$ cat src/rtl/mem_port_arbiter.sv
// mem_port_arbiter: round-robin arbiter and phase sequencer sharing one memory port between core and external master
module mem_port_arbiter #(
  parameter int ADDR_W = 32,
  parameter int DATA_W = 32,
  parameter int READ_LAT = 2
) (
  input  logic              clk,
  input  logic              rst,
  input  logic              core_req,
  input  logic              core_we,
  input  logic [ADDR_W-1:0] core_addr,
  input  logic [DATA_W-1:0] core_wdata,
  output logic              core_ready,
  input  logic              ext_req,
  input  logic              ext_we,
  input  logic [ADDR_W-1:0] ext_addr,
  input  logic [DATA_W-1:0] ext_wdata,
  output logic              ext_ready,
  output logic [DATA_W-1:0] rdata,
  output logic              owner,
  output logic              busy,
  output logic [ADDR_W-1:0] mem_addr,
  output logic [DATA_W-1:0] mem_wdata,
  output logic              mem_we,
  input  logic [DATA_W-1:0] mem_rdata
);
  typedef enum logic [1:0] {IDLE, ACCESS, RESP} state_t;
  state_t state;
  logic we;
  logic [2:0] cnt;
  logic grant_ext, grant_we;
  // on a tie the master that did not own the last transaction wins
  always_comb begin
    grant_ext = ext_req & (~core_req | ~owner);
    grant_we = grant_ext ? ext_we : core_we;
  end
  assign busy = state != IDLE;
  always_ff @(posedge clk or negedge rst)
    if (!rst) begin
      state <= IDLE;
      we <= 1'b0;
      cnt <= 3'd0;
      owner <= 1'b1;
      mem_we <= 1'b0;
      mem_addr <= '0;
      mem_wdata <= '0;
      rdata <= '0;
      core_ready <= 1'b0;
      ext_ready <= 1'b0;
    end else begin
      case (state)
        IDLE: if (core_req | ext_req) begin
          state <= ACCESS;
          owner <= grant_ext;
          mem_addr <= grant_ext ? ext_addr : core_addr;
          mem_wdata <= grant_ext ? ext_wdata : core_wdata;
          we <= grant_we;
          mem_we <= grant_we;
          cnt <= grant_we ? 3'd0 : 3'(READ_LAT - 1);
        end
        ACCESS: begin
          mem_we <= 1'b0;
          if (we || cnt == 3'd0) begin
            state <= RESP;
            if (!we) rdata <= mem_rdata;
            core_ready <= ~owner;
            ext_ready <= owner;
          end else cnt <= cnt - 3'd1;
        end
        default: begin
          state <= IDLE;
          core_ready <= 1'b0;
          ext_ready <= 1'b0;
        end
      endcase
    end
endmodule

$ cat config.mk
export PLATFORM = sky130hd
export DESIGN_NAME = mem_port_arbiter
export DESIGN_NICKNAME = d
export VERILOG_FILES = /design/src/rtl/mem_port_arbiter.sv
export SDC_FILE = /design/constraint.sdc
export NUM_CORES = 1
export LEC_CHECK = 0
export BUFFER_PORTS_ARGS = -buffer_cell sky130_fd_sc_hd__buf_4
export CORE_ASPECT_RATIO = 1.25
export CORE_MARGIN = 4
export CORE_UTILIZATION = 45
export CTS_CLUSTER_SIZE = 24
export DETAILED_ROUTE_END_ITERATION = 8
export GPL_TIMING_DRIVEN = 0
export HOLD_SLACK_MARGIN = 0.06
export PLACE_DENSITY = 0.82
export SLEW_MARGIN = 20
export SYNTH_ARGS = -nofsm -noshare
export SYNTH_HDL_FRONTEND = slang
export SYNTH_SLANG_ARGS = --single-unit
$ cat constraint.sdc
create_clock -name clk -period 1.96 [get_ports clk]
set_input_delay 0.196 -clock clk [delete_from_list [all_inputs] [get_ports clk]]
set_output_delay 0.196 -clock clk [all_outputs]
set_load 0.05 [all_outputs]
# == After elaboration in Yosys (flattened, before gate mapping) ==
# Cells that the tools add are included.
# word_totals
register_bits,106
input_bits,166
output_inout_bits,101
wordCells,49
# op_classes
add_sub_neg,1
eq_ne,4
mux,16
bitwise_logic,7
n_reduce_logical,11
# ops
op,count
$mux W32,2
$reduce_and A2 Y1,4
$mux W3,2
$ne A2 B2 Y1 const B,3
$pmux W1 S2,3
$pmux W3 S2,1
$reduce_and A3 Y1,2
$mux W1,5
$mux W2,2
$not A1 Y1,4
$pmux W2 S2,1
$reduce_bool A2 Y1,2
$logic_not A3 Y1,1
$sub A3 B1 Y3 const B,1
$eq A2 B1 Y1 const B,1
$logic_not A2 Y1,1
$or A1 B1 Y1,2
$and A1 B1 Y1,1
$logic_or A1 B1 Y1,1

# == Depth between registers and ports, before layout ==
# logic_depth
ltp_word,7
depth_mapped,6

# == Least setup slack after synthesis ==
# Ideal clock, no wire load.
# synth_timing
kind,reg2reg
from,register cnt[0]
to,register rdata[10]
arrival_time_ns,1.346
t_required_ns,1.835
slack_ns,0.489
path_stages_with_launch,7
period_less_slack_ns,1.471
path_cell_list,dfrtp_1 -> inv_1 -> ha_1 -> nor2b_1 -> nand2_2 -> buf_6 -> mux2_4
# synth_via
elab_chain_cells,3
# synth_lines
item,line,rtl
from (decl),30,logic [2:0] cnt;
from (signal assigned),59,cnt <= grant_we ? 3'd0 : 3'(READ_LAT - 1);
from (signal assigned),68,end else cnt <= cnt - 3'd1;
$logic_not A3 Y1,63,if (we || cnt == 3'd0) begin
$logic_or A1 B1 Y1,63,
$reduce_and A3 Y1 (no source line),--,
to (signal assigned),65,if (!we) rdata <= mem_rdata;
to (decl),19,"output logic [DATA_W-1:0] rdata,"
# No other way between the ends.
# A chain may end at the register's enable or synchronous reset.

# == Worst setup path in the final report ==
# layout_timing
from,input core_req
to,register mem_addr[8]
# layout_via
elab_chain_cells,4
# layout_lines
item,line,rtl
from (decl),9,"input logic core_req,"
$not A1 Y1,34,grant_ext = ext_req & (~core_req | ~owner);
$or A1 B1 Y1,34,
$and A1 B1 Y1,34,
$mux W32,55,mem_addr <= grant_ext ? ext_addr : core_addr;
to (signal assigned),55,
to (decl),22,"output logic [ADDR_W-1:0] mem_addr,"
# Several ways; a longest one is shown, not always the timed one.

==> impl_metrics.env <==
export IMPL_rsz0062_at_grt="false"
export IMPL_synth_top_area_cell="dfrtp_1"
export IMPL_required_ns=2.22
export IMPL_firstDrtPassIters=4
export IMPL_critPathMostFrequentCell="buf_4"
export IMPL_drc=0
export IMPL_fin_util=0.6905
export IMPL_layout_drive_gt1_share=0.5022
export IMPL_port_buffers=266
export IMPL_p_comb_frac=0.607
export IMPL_max_freq_ghz=0.5580
export IMPL_synthTopCellsByArea="dfrtp_1 (54%), mux2i_1 (13%), mux2_4 (9.3%)"
export IMPL_drt_wl_total_mm=14.28
export IMPL_worstPathMaxFanout=10
export IMPL_grt_pass1_wl_mm=21.58
export IMPL_hold_viol=0
export IMPL_dp_hpwl_mm=11.06
export IMPL_root_buffer="clkbuf_16"
export IMPL_die_h_um=123.8
export IMPL_cts_buffer_depth=2
export IMPL_fin_ws_ns=0.1680
export IMPL_antenna_found_initial=1
export IMPL_hold_path_class="in2reg"
export IMPL_syn_to_final_growth_pct=51.17
export IMPL_synth_area_um2=4825
export IMPL_start_util=0.4568
export IMPL_grt_max_degree=107
export IMPL_htree_num_levels=3
export IMPL_status="finished clean"
export IMPL_via_count=4008
export IMPL_crit_type="in2reg"
export IMPL_synth_warnings=0
export IMPL_synth_compound_area_share=0.08610
export IMPL_num_antenna_cells=0
export IMPL_fin_tns_setup_ns=0
export IMPL_drv_cap=0
export IMPL_finalClockSkew_ns=0.007348
export IMPL_p_int_mw=7.201
export IMPL_synth_top_family_by_area="multiplexers"
export IMPL_grt_ovfl_total=0
export IMPL_place_congestion=0.8126
export IMPL_slew_viol_final=0
export IMPL_place_inst=791
export IMPL_swShare=0.4980
export IMPL_insertion_delay_ns=0.34
export IMPL_clock_sinks=106
export IMPL_die_w_um=100.6
export IMPL_yosysSeqAreaShare=0.5501
export IMPL_synthMuxAreaShare=0.2329
export IMPL_cts_tree="built"
export IMPL_yosys_area_share_simple=0.07235
export IMPL_final_nets=840
export IMPL_syn_inst=393
export IMPL_cts_made_buffers=9
export IMPL_cts_reportedPaths_clkPinSlew_ns=0.07
export IMPL_critical_path_cell_chain="dlygate4sd3_1 > buf_4 > o21ai_2 > buf_4 > buf_2 > nand2_1 > o21ai_1"
export IMPL_cp_slowest_cell="dlygate4sd3_1"
export IMPL_yosysUniqueCellTypes=32
export IMPL_drt_initial_drc_count=122
export IMPL_synth_top_cell_area_share=0.5446
export IMPL_core_um2=10560
export IMPL_worst_path_largest_cell_delay_ns=0.57
export IMPL_startpoint_type="input pin"
export IMPL_post_route_period_util=0.9143
export IMPL_period_minus_slack_ns=1.792
export IMPL_via_per_inst=4.954
export IMPL_rows=42
export IMPL_grt_usage=0.2271
export IMPL_grt_pass1_vias=4124
export IMPL_die_area_um2=12450
export IMPL_ys_seq_elements=106
export IMPL_endpoint_kind="flip-flop"
export IMPL_p_leak_nw=3.784
export IMPL_setup_viol=0
export IMPL_fin_cells=809
export IMPL_seq_power_share=0.275
export IMPL_synthXorXnorAreaFrac=0
export IMPL_peakVddDrop_mv=0.9648
export IMPL_post_cts_buffers=0
export IMPL_mostFrequentLayoutCell="buf_4"
export IMPL_syn_avg_cell_area_um2=12.28
export IMPL_ant_nets=0
export IMPL_pin_count=267
export IMPL_place_ws_ns=0.2690
export IMPL_switchingPower_mw=7.144
export IMPL_final_cell_mix="buf_4 (266), dfrtp_1 (105), nand2_1 (68), mux2i_1 (65), o21ai_1 (60)"
export IMPL_slew_headroom=0.3652
export IMPL_avgRoutedWirePerCell_um=17.65
export IMPL_synth_fa_ha_area_frac=0.005187
export IMPL_worst_pin_slew_ns=0.9522
export IMPL_syn_nets=561
export IMPL_p_clk_frac=0.118
export IMPL_power_density_nw_per_um2=1967
export IMPL_crit_arrival_ns=2.05
[power groups by stage]
| stage | Combinational (mW) | Sequential (mW) | Clock (mW) |
|---|---|---|---|
| after detailed placement | 8.75 | 3.97 | 0 |
| after floorplan | 2.47 | 7.46 | 0 |
| final | 8.71 | 3.94 | 1.70 |
| after global placement | 8.62 | 3.89 | 0 |
| after CTS | 8.79 | 3.94 | 1.73 |
| after global routing | 9.18 | 4.07 | 1.82 |
[critical path: cells and delay by family]
family,cells,cell delay [ns]
and+or+nand+nor,1,0.09
AOI/OAI and AO/OA,2,0.49
buffers and inverters,4,1.26
[final timing paths]
| kind | slack [ns] | start | depth (start not counted) | to |
|---|---|---|---|---|
| worst min register to register | 0.48 | mem_addr[21] | 2 | mem_addr[21] |
| worst max-delay path | 0.17 | core_req | 7 | mem_addr[8] |
| worst max register to register | 0.32 | cnt[0] | 6 | rdata[26] |
| min in group asynchronous | 0.52 | rst | 2 | rdata[5] |
| max in group asynchronous | 0.78 | rst | 2 | mem_addr[9] |
| worst min-delay path | 0.09 | mem_rdata[25] | 2 | rdata[25] |
[stage by stage]
| stage | hold WS [ns] | instance area [um2] | power [mW] |
|---|---|---|---|
| 2_1_floorplan | -0.09959 | 4825 | 9.931 |
| 4_1_cts | 0.06967 | 7292 | 14.45 |
| 3_5_place_dp | 0.3795 | 6990 | 12.72 |
| 6_report | 0.08541 | 7293 | 14.34 |
| 5_1_grt | 0.06907 | 7293 | 15.07 |
| 3_3_place_gp | 0.3961 | 6987 | 12.51 |
[repair_timing]
action                     in CTS  in global routing
hold endpoints to repair      106                  0
gates resized for setup         0                  2
hold buffers                    2                  0
setup endpoints to repair       0                  2
[metal layers]
metal,up-vias,global-route usage,part of all wire
met4,2,0.08593,0.020
met5,-,0,0.00091
met1,1886,0.2630,0.37
met3,24,0.06891,0.090
met2,184,0.3942,0.52
li1,1912,-,-
[state kept, by name (all words and copies together) (netlist names)]
| name | flops |
|---|---|
| cnt | 3 |
| core_ready | 1 |
| ext_ready | 1 |
| mem_addr | 32 |
| mem_wdata | 32 |
| mem_we | 1 |
| owner | 1 |
| rdata | 32 |
| state | 2 |
| we | 1 |
[synthesized netlist by cell type (all sizes together)]
library cell	n
nand3b	2
o2bb2ai	1
o22ai	1
dfrtp	105
or3	1
ha	2
mux2	32
mux2i	65
o21ai	69
dfstp	1
nor2b	2
inv	5
a21o	1
nand3	1
nand2b	2
a21oi	2
buf	18
a31oi	1
a31o	1
nor3b	1
a21boi	1
clkbuf	6
nor2	4
nand2	69
[layout make-up]
class | count | area [um2]
Buffer | 24 | 240.2
Clock buffer | 11 | 252.7
Clock inverter | 5 | 28.78
Fill cell | 771 | 3269
Inverter | 5 | 18.77
Multi-Input combinational cell | 258 | 1913
Sequential cell | 106 | 2654
Tap cell | 132 | 165.2
Timing Repair Buffer | 268 | 2021
[kinds of logic (layout without fill, tap and decap cells)]
kind of cell,Yosys count,in the layout
buffers and inverters,29,313
AND/OR/NAND/NOR,82,82
adder cells (fa/ha/maj),2,2
multiplexers,97,97
flip-flops,106,106
AO/OA/AOI/OAI,77,77
No activity file was read; power rests on OpenSTA's default activity.
